File: src/rtl/accumulator_control_unit.sv
// accumulator_control_unit: fetch/decode/execute sequencer for the 16-bit accumulator computer; ports: clock, reset_n, start, ir, acc_zero -> PC/MAR/MBR/IR/ACC load and selects, alu_op, mem_write, busy, halted, instr_done; CTRL_SINGLE_STEP_EN adds a step input and a PAUSE state between instructions
module accumulator_control_unit (
  input  logic        clock,
  input  logic        reset_n,
  input  logic        start,
`ifdef CTRL_SINGLE_STEP_EN
  input  logic        step,
`endif
  input  logic [15:0] ir,
  input  logic        acc_zero,
  output logic        pc_write,
  output logic        pc_sel,
  output logic        mar_write,
  output logic        mar_sel,
  output logic        mbr_write,
  output logic        mbr_sel,
  output logic        ir_write,
  output logic        acc_write,
  output logic [1:0]  acc_sel,
  output logic [3:0]  alu_op,
  output logic        mem_write,
  output logic        busy,
  output logic        halted,
  output logic        instr_done
);
  localparam logic [3:0] OP_LOAD  = 4'h0;
  localparam logic [3:0] OP_STORE = 4'h1;
  localparam logic [3:0] OP_ADD   = 4'h2;
  localparam logic [3:0] OP_SUB   = 4'h3;
  localparam logic [3:0] OP_AND   = 4'h4;
  localparam logic [3:0] OP_OR    = 4'h5;
  localparam logic [3:0] OP_XOR   = 4'h6;
  localparam logic [3:0] OP_SHL   = 4'h7;
  localparam logic [3:0] OP_SHR   = 4'h8;
  localparam logic [3:0] OP_JMP   = 4'h9;
  localparam logic [3:0] OP_JZ    = 4'hA;
  localparam logic [3:0] OP_JNZ   = 4'hB;
  localparam logic [3:0] OP_CLR   = 4'hC;
  localparam logic [3:0] OP_CMPEQ = 4'hE;
  localparam logic [3:0] OP_HALT  = 4'hF;

  typedef enum logic [3:0] {
    IDLE, F_ADDR, F_READ, F_IR, DECODE, E_ADDR, E_READ, E_MBR, E_ACC, E_STORE, E_WRITE, HALTED
`ifdef CTRL_SINGLE_STEP_EN
    , PAUSE
`endif
  } state_t;

`ifdef CTRL_SINGLE_STEP_EN
  localparam state_t NEXT_I = PAUSE;
`else
  localparam state_t NEXT_I = F_ADDR;
`endif

  state_t state, state_n;
  logic [3:0] op;
  logic [3:0] opc;
  logic unused_ir;

  assign opc = ir[15:12];
  assign unused_ir = ^ir[11:0];

  function automatic logic [3:0] alu_code(input logic [3:0] o);
    return o == OP_SUB   ? 4'b0001 :
           o == OP_AND   ? 4'b1000 :
           o == OP_OR    ? 4'b1001 :
           o == OP_XOR   ? 4'b1010 :
           o == OP_SHL   ? 4'b0100 :
           o == OP_SHR   ? 4'b0101 :
           o == OP_CMPEQ ? 4'b1111 : 4'b0000;
  endfunction

  always_ff @(posedge clock or negedge reset_n)
    if (!reset_n) begin
      state <= IDLE;
      op    <= OP_LOAD;
    end else begin
      state <= state_n;
      op    <= state == DECODE ? opc : op;
    end

  always_comb begin
    state_n    = state;
    pc_write   = 1'b0;
    pc_sel     = 1'b0;
    mar_write  = 1'b0;
    mar_sel    = 1'b0;
    mbr_write  = 1'b0;
    mbr_sel    = 1'b0;
    ir_write   = 1'b0;
    acc_write  = 1'b0;
    acc_sel    = 2'd0;
    alu_op     = 4'b0000;
    mem_write  = 1'b0;
    instr_done = 1'b0;
    case (state)
      IDLE:    state_n = start ? F_ADDR : IDLE;
      F_ADDR:  begin
        mar_write = 1'b1;
        state_n   = F_READ;
      end
      F_READ:  begin
        pc_write = 1'b1;
        state_n  = F_IR;
      end
      F_IR:    begin
        ir_write = 1'b1;
        state_n  = DECODE;
      end
      DECODE:  begin
        instr_done = 1'b1;
        state_n    = NEXT_I;
        case (opc)
          OP_LOAD, OP_STORE, OP_ADD, OP_SUB, OP_AND, OP_OR, OP_XOR, OP_CMPEQ: begin
            instr_done = 1'b0;
            state_n    = E_ADDR;
          end
          OP_SHL, OP_SHR: begin
            acc_write = 1'b1;
            alu_op    = alu_code(opc);
          end
          OP_JMP:  begin
            pc_write = 1'b1;
            pc_sel   = 1'b1;
          end
          OP_JZ:   begin
            pc_write = acc_zero;
            pc_sel   = acc_zero;
          end
          OP_JNZ:  begin
            pc_write = !acc_zero;
            pc_sel   = !acc_zero;
          end
          OP_CLR:  begin
            acc_write = 1'b1;
            acc_sel   = 2'd2;
          end
          OP_HALT: state_n = HALTED;
          default: ;
        endcase
      end
      E_ADDR:  begin
        mar_write = 1'b1;
        mar_sel   = 1'b1;
        state_n   = op == OP_STORE ? E_STORE : E_READ;
      end
      E_READ:  state_n = E_MBR;
      E_MBR:   begin
        mbr_write = 1'b1;
        state_n   = E_ACC;
      end
      E_ACC:   begin
        acc_write  = 1'b1;
        acc_sel    = op == OP_LOAD ? 2'd1 : 2'd0;
        alu_op     = alu_code(op);
        instr_done = 1'b1;
        state_n    = NEXT_I;
      end
      E_STORE: begin
        mbr_write = 1'b1;
        mbr_sel   = 1'b1;
        state_n   = E_WRITE;
      end
      E_WRITE: begin
        mem_write  = 1'b1;
        instr_done = 1'b1;
        state_n    = NEXT_I;
      end
      HALTED:  state_n = HALTED;
`ifdef CTRL_SINGLE_STEP_EN
      PAUSE:   state_n = step ? F_ADDR : PAUSE;
`endif
      default: state_n = IDLE;
    endcase
  end

  assign busy   = state != IDLE && state != HALTED;
  assign halted = state == HALTED;
endmodule

File: config.mk
export PLATFORM = sky130hd
export DESIGN_NAME = accumulator_control_unit
export DESIGN_NICKNAME = d
export VERILOG_FILES = /design/src/rtl/accumulator_control_unit.sv
export SDC_FILE = /design/constraint.sdc
export NUM_CORES = 1
export LEC_CHECK = 0
export CAP_MARGIN = 10
export CORE_MARGIN = 1.5
export CORE_UTILIZATION = 39
export CTS_CLUSTER_SIZE = 10
export DETAILED_ROUTE_END_ITERATION = 16
export PLACE_DENSITY = 0.84
export SLEW_MARGIN = 15
export SYNTH_ARGS = -nofsm -noshare
export SYNTH_HDL_FRONTEND = slang
export SYNTH_SLANG_ARGS = --single-unit
File: constraint.sdc
create_clock -name clock -period 1.98 [get_ports clock]
set_clock_uncertainty 0.15 [all_clocks]
set_input_delay 0.198 -clock clock [delete_from_list [all_inputs] [get_ports clock]]
set_output_delay 0.198 -clock clock [all_outputs]
set_load 0.01 [all_outputs]
Yosys cells after proc, flatten, opt, wreduce, memory -nomap -nowiden
Cells that the tools add are included.

cells by class
  equal/unequal tests = 34
  multiplexer cells = 36
  reductions and logical operators = 12

operators with widths
  operator                                              number
  2-to-1 mux 4 bit                                      16
  equality test 4 bit (second input constant)           13
  equality test 4 x 3 -> 1 bit (second input constant)  12
  one-hot mux 4 bit (11 select lines)                   1
  equality test 4 x 2 -> 1 bit (second input constant)  5
  one-hot mux 4 bit (2 select lines)                    2
  equality test 4 x 1 -> 1 bit (second input constant)  3
  zero test 4 bit                                       3
  2-to-1 mux 1 bit                                      11
  OR reduction 2 bit                                    4
  OR reduction 8 bit                                    1
  one-hot mux 1 bit (2 select lines)                    3
  != test 4 bit (second input constant)                 1
  one-hot mux 2 bit (2 select lines)                    1
  nonzero test 4 bit                                    1
  one-hot mux 1 bit (3 select lines)                    1
  OR reduction 3 bit                                    1
  2-to-1 mux 2 bit                                      1
  logical AND 1 bit                                     1
  zero test 1 bit                                       1

word-level totals
  register bits = 8
  input port bits = 20

Depth between registers and ports, before layout
  depth in word-level cells = 10
  gate-level depth with buffers = 4
  depth with buffers taken out = 3

Least setup slack after synthesis
OpenSTA, ideal clock, no wires.

  path type = register -> output
  start point = register state[0]
  end point = output port pc_write
  arrival time = 1347 ps
  path slack = 285 ps
  stages on the path, launching flop included = 4
  path buffers = 0
  cells stage by stage = dfrtp_1 > nor4b_4 > nand2_2 > o32ai_1

between the ends
  longest elaborated chain between the ends = 2

ends and longest elaborated chain
  item                                                                          line  source
  start: declaration                                                            55    state_t state, state_n;
  start signal: assignment                                                      78    state <= state_n;
  equality test 4 x 3 -> 1 bit or equality test 4 x 2 -> 1 bit (tied branches)  96    case (state)
  one-hot mux 1 bit (2 select lines) (*)                                        96
  end: declaration                                                              11    output logic pc_write,

Every way passes the cells marked *; elsewhere a longest branch is shown, timed or not.

Final worst setup path
  start point = register state[3]
  end point = output port alu_op[2]

between the ends
  longest elaborated chain between the ends = 2

ends and longest elaborated chain
  item                                                                 line  source
  equality test 4 bit or equality test 4 x 3 -> 1 bit (tied branches)  96
  one-hot mux 4 bit (2 select lines) (*)                               96
  end: declaration                                                     20    output logic [3:0] alu_op,

Marks and branches as above.

==> results.md <==
- Reg area: 203 um^2
- Largest stage delay, worst path: around 580 ps
- Synth Register Bits: 8
- Crit end category: output pin
- Worst-path fanout max: 4
- Fin. Hold Viols: 0
- Routability Congestion: 0.795
- Residual DRC: 0
- Peak VDD IR: 939 uV
- Die Ht: ~47 um
- Final #Nets: around 160
- # rows: 15
- Via count: between 800 and 900
- Layout cells sized above 1: 0.367
- Minimum clock period: between 1500 and 2000 ps
- Worst path cell trace: or4b_4 > o22ai_1 > buf_2
- Clk pin slew, worst setup/hold paths: roughly 50 ps
- Mean area per synthesized cell: 7.93 um^2
- Number of global-route vias before repair: 755
- Placed Cells: 156
- Starting Density: 0.432
- Mapped cell area: 769 um^2
- Initial antenna violation count: 0
- Pwr Density: 1350 mW/mm^2
- H-tree Lvls: 1
- Outcome: finished clean
- P_leak: roughly 0.55 nW
- Root Driver: clkbuf_4
- Clock Path Buffers: 2
- Post-synthesis net count: 117
- Final HPWL DP: 1.60 mm
- I/O Pins: 38
- Routed WL: 2.10 mm
- Pint: 886 uW
- Clk sinks: 8
- Tot Pwr: 1.58 mW
- CP top delay family: simple AND/OR/NAND/NOR gates
- Sequential share of the synthesized area: 0.260
- Gate power share: 0.671
- Sw frac: 0.441
- CTS buffer count: 3
- Worst setup SP type: flop
- Cells after Synth: 97
- Worst Path Arrival: 1600 ps
- GRT Util Overall: 0.196
- First-pass GRT wire length: 3.05 mm
- Critical path data required time: 1630 ps
- Clock power frac: 0.080
- Fin crit share: 0.984
- Setup ws final: roughly 32 ps
- Initial drt markers: 7
- Area of the multi-input gates: about 560 um^2
- Commonest non-fill, non-tap cells in the layout: nand2_1 (17), buf_4 (17), nor2_1 (8)
- Max-slew violations: 0
- Final TNS setup: 0 ps
- Max cap viols: 0
- DRT antenna net count: 0
- RSZ-0062 raised after global routing: yes
- PortBufs: 25
- Chip Width: about 47 um
- WP buf/inv: 1
- Place WS: -200 ps
- Part of the power in registers: 0.249
- FMAX: 0.513 GHz
- Number of warnings issued by yosys: 0
- Core Region: around 0.0018 mm^2
- Worst-Skew Late Latency: 260 ps
- Non-filler cells, final: 164
- Max_slew headroom: 0.695
- TritonCTS clock tree: built
- Endpoints failing setup: 0
- Hold crit path type: in2async
- Total congestion overflow: 0
- Vias per inst: 5.17
- Net load switching power: between 600 and 700 uW
- Average routed wire per standard cell: 12.8 um
- # fillers: about 160
- Tightest Pin Transition: about 460 ps
- Die ar.: 0.00225 mm^2
- Drt first pass iters: 4
- Pin count of the biggest net entering global routing: 14
- Netlist cell types: 43
- Hold-fix buffers, CTS: 0
- Kind of critical path: reg2out
- Number of diodes: 0
- Slowest CP cell: or4b_4
- Area Growth Syn to Fin: 52.7%
through the flow:
step           cell area, um^2  hold WS [ps]  utilization
2_1_floorplan              769          -248            -
3_3_place_gp              1130           330        0.636
3_5_place_dp              1130           339        0.636
4_1_cts                   1160          67.0        0.648
5_1_grt                   1170          89.5        0.659
6_report                  1170          58.5        0.659
per-layer routing:
layer  GRT usage  up-vias  part of all wire
li1            -      437                 -
met1       0.194      389              0.42
met2       0.373       20              0.54
met3      0.0679        2             0.043
met4      0.0722        0            0.0019
met5           0        -                 0
cells in the mapped netlist (all sizes together):
cell type	number	area (um^2)
nand2	18	70.1
dfrtp	8	200
nor2	8	30.0
o21ai	6	30.0
nand2b	5	33.8
nor3	5	30.0
clkbuf	4	15.0
a21oi	3	15.0
buf	3	21.3
nand3	3	15.0
nor3b	3	27.5
nor4b	3	62.6
or3	3	18.8
a21boi	2	15.0
nor2b	2	12.5
xnor2	2	17.5
a211o	1	8.76
a21o	1	7.51
a2bb2oi	1	8.76
a31oi	1	6.26
a32o	1	10.0
and3	1	6.26
and3b	1	8.76
and4b	1	10.0
inv	1	3.75
mux2	1	11.3
mux2i	1	10.0
o2111ai	1	8.76
o211ai	1	7.51
o21bai	1	7.51
o22ai	1	6.26
o32ai	1	8.76
or2	1	6.26
or4b	1	10.0
xor2	1	8.76
sequential cells by signal, indices dropped and copies added, names as in the netlist:
signal	flops
state	4
op	4
cell families after synthesis:
logic type / synth area share
compound gates: 0.182
xor+xnor: 0.0342
buf+inv: 0.0520
flops: 0.260
mux: 0.0276
simple gates: 0.444
power by group through the flow:
| stage | Combinational, mW | Clock [mW] | Sequential [mW] |
|---|---|---|---|
| global route | 1.16 | 0.136 | 0.406 |
| detailed placement | 1.01 | 0 | 0.379 |
| global placement | 0.980 | 0 | 0.368 |
| finish | 1.06 | 0.126 | 0.395 |
| CTS | 1.02 | 0.126 | 0.373 |
| floorplan | 0.632 | 0 | 0.349 |
final cells by class:
type                       instances  area share
sequential                         8       0.173
tap                               25      0.0266
clock buffer                       3      0.0192
timing repair buffer              46       0.302
multi-input combinational         81       0.476
inverter                           1     0.00319
repair_timing:
| item | 4_1_cts | 5_1_grt |
|---|---|---|
| gates resized for setup | 46 | 16 |
| setup buffers | 3 | 3 |
| pin swaps | 2 | 8 |
| setup endpoints to repair | 18 | 12 |
worst register-to-register path: cells and delay by family, from the launching register on:
kind | cells | cell delay, ps
AOI/OAI and AO/OA | 2 | 400
DFF | 1 | 490
and+or+nand+nor | 1 | 490
path summary, 6_finish.rpt:
path | from | to | slack (ps) | cells after the start
setup / recovery | state[3] | alu_op[2] | 30 | 3
hold / removal | reset_n | op[2] | 60 | 1
setup reg to reg | op[3] | state[2] | 330 | 3
hold reg to reg | op[0] | op[0] | 460 | 2
max in group asynchronous | reset_n | state[3] | 1340 | 1
min in group clock | op[0] | op[0] | 460 | 2
Power figures use the tool's default switching activity.
